## config.mk

```make
export PLATFORM = sky130hd
export DESIGN_NAME = alarm_controller
export DESIGN_NICKNAME = d
export VERILOG_FILES = /design/src/rtl/alarm_pkg.sv /design/src/rtl/sync_edge.sv /design/src/rtl/alarm_controller.sv
export SDC_FILE = /design/constraint.sdc
export NUM_CORES = 1
export LEC_CHECK = 0
export ABC_AREA = 1
export CAP_MARGIN = 20
export CORE_MARGIN = 1.5
export CORE_UTILIZATION = 55
export DETAILED_ROUTE_END_ITERATION = 6
export PLACE_DENSITY_LB_ADDON = 0.05
export SYNTH_ARGS = -nofsm -noshare
export SYNTH_HDL_FRONTEND = slang
export SYNTH_SLANG_ARGS = --single-unit
```

## constraint.sdc

```tcl
create_clock -name clk -period 2.3 [get_ports clk]
set_input_delay 0.69 -clock clk [delete_from_list [all_inputs] [get_ports clk]]
set_output_delay 0.69 -clock clk [all_outputs]
set_load 0.1 [all_outputs]
```

## src/rtl/alarm_pkg.sv

```systemverilog
// Shared state encoding and field widths for the alarm controller.
package alarm_pkg;

    localparam int STATE_W = 3;
    localparam int CD_W    = 8;

    typedef enum logic [STATE_W-1:0] {
        DISARMED    = 3'd0,
        EXIT_DELAY  = 3'd1,
        ARMED       = 3'd2,
        ENTRY_DELAY = 3'd3,
        ALARM       = 3'd4
    } state_e;

    // States in which a keypad code is counted as an attempt.
    function automatic logic is_secured(input state_e s);
        return (s == EXIT_DELAY) || (s == ARMED) || (s == ENTRY_DELAY) || (s == ALARM);
    endfunction

endpackage

```

## src/rtl/sync_edge.sv

```systemverilog
// Two-flop synchronizer with a registered history bit for rising-edge detection.
module sync_edge #(
    parameter int W = 1
) (
    input  logic         clk,
    input  logic         rst_n,
    input  logic [W-1:0] i_d,
    output logic [W-1:0] o_level,
    output logic [W-1:0] o_rise
);

    logic [W-1:0] r_meta;
    logic [W-1:0] r_sync;
    logic [W-1:0] r_prev;

    // Synchronizer chain plus previous-level history.
    always_ff @(posedge clk or negedge rst_n) begin
        if (!rst_n) begin
            r_meta <= {W{1'b0}};
            r_sync <= {W{1'b0}};
            r_prev <= {W{1'b0}};
        end else begin
            r_meta <= i_d;
            r_sync <= r_meta;
            r_prev <= r_sync;
        end
    end

    assign o_level = r_sync;
    assign o_rise  = r_sync & ~r_prev;

endmodule

```

## src/rtl/alarm_controller.sv

```systemverilog
// Arming/disarming state machine driving the siren enable, with per-second
// delays, keypad code checking and failed-attempt counting.
module alarm_controller
    import alarm_pkg::*;
#(
    parameter int unsigned TICKS_PER_SEC   = 50000000,
    parameter int unsigned N_SENSORS       = 4,
    parameter int unsigned EXIT_DELAY_S    = 10,
    parameter int unsigned ENTRY_DELAY_S   = 10,
    parameter int unsigned ALARM_TIMEOUT_S = 120,
    parameter logic [3:0]  CODE            = 4'hA,
    parameter int unsigned MAX_TRIES       = 3
) (
    input  logic                 clk,
    input  logic                 rst_n,
    input  logic [N_SENSORS-1:0] sensor,
    input  logic                 arm_btn,
    input  logic [3:0]           code_in,
    input  logic                 enter_btn,
    output logic                 aux,
    output logic [STATE_W-1:0]   state,
    output logic [CD_W-1:0]      countdown,
    output logic [1:0]           tries
);

    localparam int PW = (TICKS_PER_SEC > 1) ? $clog2(TICKS_PER_SEC) : 1;

    logic [N_SENSORS-1:0] w_sens_sync;
    logic [N_SENSORS-1:0] w_sens_rise_unused;
    logic [1:0]           w_btn_level_unused;
    logic [1:0]           w_btn_rise;
    logic                 w_arm_rise;
    logic                 w_enter_rise;

    state_e               r_state;
    state_e               w_next_state;
    logic [CD_W-1:0]      r_countdown;
    logic [CD_W-1:0]      w_countdown_nxt;
    logic [1:0]           r_tries;
    logic [1:0]           w_tries_nxt;
    logic [1:0]           w_tries_inc;
    logic                 r_aux;
    logic [PW-1:0]        r_presc;

    logic                 w_tick;
    logic                 w_change;
    logic                 w_valid;
    logic                 w_wrong;
    logic                 w_force;
    logic                 w_expire;
    logic                 w_any_open;

    sync_edge #(.W(N_SENSORS)) u_sync_sensor (
        .clk     (clk),
        .rst_n   (rst_n),
        .i_d     (sensor),
        .o_level (w_sens_sync),
        .o_rise  (w_sens_rise_unused)
    );

    sync_edge #(.W(2)) u_sync_btn (
        .clk     (clk),
        .rst_n   (rst_n),
        .i_d     ({enter_btn, arm_btn}),
        .o_level (w_btn_level_unused),
        .o_rise  (w_btn_rise)
    );

    assign w_arm_rise   = w_btn_rise[0];
    assign w_enter_rise = w_btn_rise[1];

    function automatic logic [CD_W-1:0] delay_for(input state_e s);
        case (s)
            EXIT_DELAY:  return CD_W'(EXIT_DELAY_S);
            ENTRY_DELAY: return CD_W'(ENTRY_DELAY_S);
            ALARM:       return CD_W'(ALARM_TIMEOUT_S);
            default:     return {CD_W{1'b0}};
        endcase
    endfunction

    assign w_tick      = (r_presc == PW'(TICKS_PER_SEC - 1));
    assign w_valid     = w_enter_rise && (code_in == CODE);
    assign w_wrong     = w_enter_rise && (code_in != CODE);
    assign w_expire    = w_tick && (r_countdown == CD_W'(1));
    assign w_any_open  = |w_sens_sync;
    // A wrong code that completes the allowed attempts forces the siren.
    assign w_force     = w_wrong && (r_tries >= 2'(MAX_TRIES - 1));
    assign w_tries_inc = (r_tries == 2'(MAX_TRIES)) ? r_tries : r_tries + 2'd1;
    assign w_change    = (w_next_state != r_state);

    // Next-state selection in priority order: valid, forcing, trip, expiry, arm.
    always_comb begin
        w_next_state = r_state;
        case (r_state)
            DISARMED: begin
                if (w_arm_rise && !w_any_open) w_next_state = EXIT_DELAY;
                else                           w_next_state = DISARMED;
            end
            EXIT_DELAY: begin
                if (w_valid)       w_next_state = DISARMED;
                else if (w_force)  w_next_state = ALARM;
                else if (w_expire) w_next_state = ARMED;
                else               w_next_state = EXIT_DELAY;
            end
            ARMED: begin
                if (w_valid)         w_next_state = DISARMED;
                else if (w_force)    w_next_state = ALARM;
                else if (w_any_open) w_next_state = ENTRY_DELAY;
                else                 w_next_state = ARMED;
            end
            ENTRY_DELAY: begin
                if (w_valid)       w_next_state = DISARMED;
                else if (w_force)  w_next_state = ALARM;
                else if (w_expire) w_next_state = ALARM;
                else               w_next_state = ENTRY_DELAY;
            end
            ALARM: begin
                if (w_valid)       w_next_state = DISARMED;
                else if (w_expire) w_next_state = ARMED;
                else               w_next_state = ALARM;
            end
            default: w_next_state = DISARMED;
        endcase
    end

    // Attempt counter and countdown updates.
    always_comb begin
        w_tries_nxt     = r_tries;
        w_countdown_nxt = r_countdown;
        if (w_next_state == DISARMED) begin
            w_tries_nxt = 2'd0;
        end else if ((r_state == ALARM) && (w_next_state == ARMED)) begin
            w_tries_nxt = 2'd0;
        end else if (w_wrong && is_secured(r_state)) begin
            w_tries_nxt = w_tries_inc;
        end else begin
            w_tries_nxt = r_tries;
        end
        if (w_change) begin
            w_countdown_nxt = delay_for(w_next_state);
        end else if (w_tick && (r_countdown != {CD_W{1'b0}})) begin
            w_countdown_nxt = r_countdown - CD_W'(1);
        end else begin
            w_countdown_nxt = r_countdown;
        end
    end

    // State, status and siren registers; prescaler restarts on each state change.
    always_ff @(posedge clk or negedge rst_n) begin
        if (!rst_n) begin
            r_state     <= DISARMED;
            r_aux       <= 1'b0;
            r_countdown <= {CD_W{1'b0}};
            r_tries     <= 2'd0;
            r_presc     <= {PW{1'b0}};
        end else begin
            r_state     <= w_next_state;
            r_aux       <= (w_next_state == ALARM);
            r_countdown <= w_countdown_nxt;
            r_tries     <= w_tries_nxt;
            if (w_change || w_tick) r_presc <= {PW{1'b0}};
            else                    r_presc <= r_presc + PW'(1);
        end
    end

    assign state     = r_state;
    assign aux       = r_aux;
    assign countdown = r_countdown;
    assign tries     = r_tries;

endmodule

```

-- Word level (Yosys, flattened, before mapping)
Cells that the tools add are included.
- add/sub/neg operators: 3
- magnitude comparators: 1
- equal/unequal tests: 15
- muxes and demuxes: 21
- bitwise logic cells: 2
- reductions and logical operators: 21
- operators by type and width (cell ; number):
    $mux 3 ; 9
    $add 26x1->26 const B ; 1
    $eq 26x26->1 const B ; 1
    $mux 26 ; 1
    $mux 8 ; 2
    $pmux 3 s5 ; 1
    $pmux 7 s2 ; 1
    $eq 3x2->1 const B ; 4
    $mux 2 ; 5
    $eq 8x1->1 const B ; 1
    $logic_and 1x1->1 ; 8
    $reduce_bool 8->1 ; 1
    $sub 8x1->8 const B ; 1
    $eq 3x1->1 const B ; 2
    $eq 3x3->1 const B ; 2
    $logic_not 3->1 ; 2
    $eq 4x4->1 const B ; 1
    $logic_or 1x1->1 ; 4
    $ne 4x4->1 const B ; 1
    $reduce_or 4->1 ; 1
    $ne 3x1->1 const B ; 1
    $ne 3x3->1 ; 1
    $reduce_bool 3->1 ; 1
    $add 2x1->2 const B ; 1
    9 further kinds ; 10
- register bits after elaboration: 54
- input port bits: 12
- output and inout bits: 14
- word-level logic and storage cells: 73

-- Logic depth before layout (Yosys ltp)
- depth after elaboration: 11
- gate-level depth with buffers: 14
- depth with buffers taken out: 14

-- Modules after synthesis
A second synthesis with hierarchy kept.
- cell total of the unflattened synthesis: 360
- area, all modules: 3234.4 µm²
- modules (own cells, without submodules) (module ; times used ; cells an instance ; area an instance (µm²) ; seq. area each (µm²)):
    alarm_controller ; 1 ; 330 ; 2723.9 ; 1001.0
    sync_edge (u_sync_sensor) ; 1 ; 20 ; 340.3 ; 300.3
    sync_edge (u_sync_btn) ; 1 ; 10 ; 170.2 ; 150.1

-- Least setup slack after synthesis
No wires, ideal clock.
- kind: register to register
- start point: reg r_tries[0] (netlist: tries[0])
- end point: reg r_presc[11]
- setup time: 0.121 ns
- arrival time: 2.610 ns
- required time: 2.179 ns
- setup slack: -0.431 ns
- stages on the path, launching flop included: 11
- buffers on the path: 1
- clock period less this slack: 2.731 ns
- cells stage by stage: dfrtp_1 -> inv_1 -> ha_1 -> or2_0 -> nand3_2 -> inv_1 -> a21oi_1 -> nand4_4 -> nand3_4 -> buf_12 -> nor2_2
- word-level cells in the longest chain between the ends: 8
- elaborated cells on any way between the ends: 12
- classes of those cells: order compare: 1; eq/ne: 1; mux: 8; reduce/logical: 2
- RTL lines (element ; RTL line ; text):
    start, declared ; alarm_controller.sv:39 ; logic [1:0] r_tries;
    start signal, assigned ; alarm_controller.sv:160 ; r_tries <= w_tries_nxt;
    $ge 2x2->1 * ; alarm_controller.sv:87 ; assign w_force = w_wrong && (r_tries >= 2'(MAX_TRIES - 1));
    $logic_and 1x1->1 * ; alarm_controller.sv:87 ;
    $mux 3, on equally long branches ; alarm_controller.sv:113, alarm_controller.sv:101, alarm_controller.sv:107 ;
    $mux 3, on equally long branches ; alarm_controller.sv:112, alarm_controller.sv:100, alarm_controller.sv:106 ;
    $pmux 3 s5 * ; alarm_controller.sv:94 ; case (r_state)
    $ne 3x3->1 * ; alarm_controller.sv:89 ; assign w_change = (w_next_state != r_state);
    $logic_or 1x1->1 * ; alarm_controller.sv:161 ; if (w_change || w_tick) r_presc <= {PW{1'b0}};
    $mux 26 * ; alarm_controller.sv:161 ;
    end signal, assigned ; alarm_controller.sv:155 ; r_presc <= {PW{1'b0}};
    end signal, assigned ; alarm_controller.sv:161 ;
    end signal, assigned ; alarm_controller.sv:162 ; else r_presc <= r_presc + PW'(1);
    end, declared ; alarm_controller.sv:43 ; logic [PW-1:0] r_presc;
Mark *: on every way between the ends. The rest lies on a longest branch, timed or not.
A chain may end at the register's enable or synchronous reset.

-- Final worst setup path
- start point: in code_in[0]
- end point: reg r_presc[6]
- word-level cells in the longest chain between the ends: 9
- elaborated cells on any way between the ends: 16
- classes of those cells: eq/ne: 3; mux: 9; reduce/logical: 4
- RTL lines (element ; RTL line ; text):
    start, declared ; alarm_controller.sv:18 ; input logic [3:0] code_in,
    $ne 4x4->1 ; alarm_controller.sv:83 ; assign w_wrong = w_enter_rise && (code_in != CODE);
    $logic_and 1x1->1 ; alarm_controller.sv:83 ;
    $logic_and 1x1->1 ; alarm_controller.sv:87 ;
    $mux 3, on equally long branches ; alarm_controller.sv:113, alarm_controller.sv:101, alarm_controller.sv:107 ;
    $mux 3, on equally long branches ; alarm_controller.sv:112, alarm_controller.sv:100, alarm_controller.sv:106 ;
    $pmux 3 s5 * ; alarm_controller.sv:94 ;
    $ne 3x3->1 * ; alarm_controller.sv:89 ;
    $logic_or 1x1->1 * ; alarm_controller.sv:161 ;
    $mux 26 * ; alarm_controller.sv:161 ;
Marks and branches as above.

==> metrics.cfg <==
[routing]
wl_um=5370
dr_total_vias=2202
dr.pass1.iters=4
drtIter0Drc=85
drc=0
wl_met2_um=2560
postRouteAntennaNets=0
drt-vias-per-instance=4.80
wl_met3_um=154
top_layer_used=met4
m1WireLength_um=2560
wl_per_cell_um=11.7

[cts]
cts.sinks=54
cts_tree=built
clock-root-buffer=clkbuf_8
clk_path_buf_depth=2
cts_buffers=5
htreeDepth=2
hold_buffers=0
cts.clk_slew.worst_paths_ps=100
clkLatencyLatePin_ps=310

[sta]
period_minus_slack_ps=2260
finClkSkew_ps=13.4
relSlewSlack_pct=77.2
tns_ps=0
hold_viol=0
worst_slew_pin_slew_ps=339
rsz0062_at_grt=yes
setup_violations=0
slew_viol_final=0
fin_crit_sh_pct=98.3
fmax_mhz=442

[critical_path]
crit_fanout=19
cp-start-kind=input port
arrival_ps=2490
endpoint_kind=flop
worstSetupPathType=input port to flop
worstPathRequired_ps=2530

[yosys]
seq_area_frac_synth_pct=46.3
synthDistinctLibCells=27
synth_area_um2=2920
avgSynthCellArea_um2=8.64
synth-seq-cells=54
syn_nets=356
synth_warnings=0
synth_cells=338

[global_routing]
antenna_found_initial=0
grt_pass1_vias=2107
grt_overflow=0
grt_use_total_pct=20.2
grt_pass1_wl_um=8810
grt_max_degree=55

[power_and_ir_drop]
p_switching_mw=1.28
total_power_mw=3.00
p_clk_share_pct=18.2
combPwrFrac_pct=44.1
internal-power_mw=1.73
p_leak_nw=1.64
p_per_area_nw_per_um2=855
vdd_drop_max_mv=0.597
seq_power_share_pct=37.6
netSwitchingFraction_pct=42.5

[final_layout]
regArea_um2=1360
multi_input_area_um2=1430
drive_above_1_share_pct=25.7
area_growth_pct=20.4
stdcell_count=459
nFillCells=432
layout.nets=406
final_area_um2=3510
n_antenna_cell=0

[die]
boundaryPins=26
die_w_um=75.9
die_h_um=75.9
initial_core_util_pct=57.2
die_area_um2=5760
row_count=26
core-area_um2=5110

[flow_run]
cap_viol_max_count=0

[outcome]
status=complete, no violations

[place]
dpl_cell_area_um2=3350
hpwl_um=3850
portBuffers=25
dpl.cell_count=449
gp_congestion=0.886

[hold_path]
hold_class=flop to flop

## power by group through the flow
stage	sequential (mW)	clock, mW	combinational (mW)
finish	1.13	0.548	1.33
global route	1.15	0.597	1.45
global placement	1.15	0	1.25
CTS	1.13	0.568	1.26
detailed placement	1.15	0	1.25
floorplan	1.46	0	0.659
## synthesized netlist by cell type, drive strengths merged
cell type | instances | area, µm²
a21oi | 6 | 52.6
buf | 2 | 40.0
dfrtp | 54 | 1350
ha | 6 | 75.1
inv | 41 | 154
mux2i | 1 | 10.0
nand2 | 73 | 284
nand3 | 32 | 198
nand3b | 4 | 30.0
nand4 | 9 | 71.3
nor2 | 73 | 360
nor3 | 4 | 20.0
nor3b | 2 | 15.0
nor4 | 1 | 6.26
o21ai | 2 | 10.0
or2 | 1 | 6.26
xnor2 | 8 | 70.1
xor2 | 19 | 166
## worst paths after layout
kind / cells after the start / startpoint / slack, ps / endpoint
worst max-delay path: 13 / code_in[0] / 40 / r_presc[6]$_DFF_PN0_
worst min-delay path: 0 / u_sync_btn.r_meta[0]$_DFF_PN0_ / 350 / u_sync_btn.o_level[0]$_DFF_PN0_
worst max register to register: 15 / r_presc[0]$_DFF_PN0_ / 160 / countdown[4]$_DFFE_PN0P_
worst min register to register: 0 / u_sync_btn.r_meta[0]$_DFF_PN0_ / 350 / u_sync_btn.o_level[0]$_DFF_PN0_
max in group asynchronous: 2 / rst_n / 1670 / countdown[0]$_DFFE_PN0P_
min in group asynchronous: 2 / rst_n / 360 / u_sync_btn.r_prev[1]$_DFF_PN0_
## layer usage
metal,GRT usage (%),vias to the layer above
met3,4.10,10
li1,-,1151
met5,0,-
met1,26.2,1009
met2,33.1,32
met4,8.33,0
## worst max-delay path, stage by stage
cell and delay (ps):
clkdlybuf4s50_1 450, nor2_4 170, nand2_2 90, nand3_4 80
nand3b_1 130, inv_1 100, nand2_2 70, nand2_2 90
a21oi_4 50, nor2_8 170, nand3_4 100, buf_12 170
nor3_2 110
## cell families (layout without fill, tap and decap cells)
family | count (synthesis) | after routing | share of synthesized area, %
buf+inv | 43 | 94 | 6.64
flops | 54 | 54 | 46.3
xor+xnor | 27 | 27 | 8.10
mux | 1 | 1 | 0.343
compound gates | 8 | 8 | 2.14
simple gates | 199 | 199 | 33.9
fa+ha+maj | 6 | 6 | 2.57
## registers in the layout (all words and copies together), names as in the netlist
| register | cells |
|---|---|
| r_presc | 26 |
| countdown | 8 |
| u_sync_sensor.o_level | 4 |
| u_sync_sensor.r_meta | 4 |
| state | 3 |
| tries | 2 |
| u_sync_btn.o_level | 2 |
| u_sync_btn.r_meta | 2 |
| u_sync_btn.r_prev | 2 |
| aux | 1 |
## layout by cell type, fill, tap and decap left out, types with 2 or more instances in the layout
cell type / n
dfrtp_2: 5
dfrtp_1: 48
ha_1: 6
nand3b_1: 4
buf_12: 2
clkbuf_8: 5
nand2_1: 64
a21oi_1: 4
buf_4: 31
inv_2: 2
nand2_2: 9
nand3_2: 2
xor2_1: 19
a21oi_4: 2
nor3_1: 2
nor3b_1: 2
nor2_1: 44
nand4_1: 8
nand3_4: 4
xnor2_1: 8
nand3_1: 26
clkdlybuf4s50_1: 10
inv_1: 39
clkinvlp_4: 2
nor2_2: 26
nor2_4: 2
nor3_2: 2
## what timing repair did
item,CTS,global route
setup buffers,0,2
endpoints found under the setup margin,0,35
gates resized for setup,0,16
## metrics by stage
stage          hold slack, ps  setup WS, ps  util [%]
6_report                  348          38.5      68.8
5_1_grt                   373         -49.0      68.8
4_1_cts                   355          45.0      67.4
3_5_place_dp              336          -271      65.6
3_3_place_gp              333          -233      65.6
2_1_floorplan             331          10.9         -
## cell type report
class                           count  share of cell area (%)
Clock inverter                      3                   0.676
Timing Repair Buffer               45                    11.1
Inverter                           41                    4.38
Tap cell                           70                    2.49
Multi-Input combinational cell    241                    40.7
Sequential cell                    54                    38.7
Clock buffer                        5                    1.96
(Power assumes the default switching activity.)
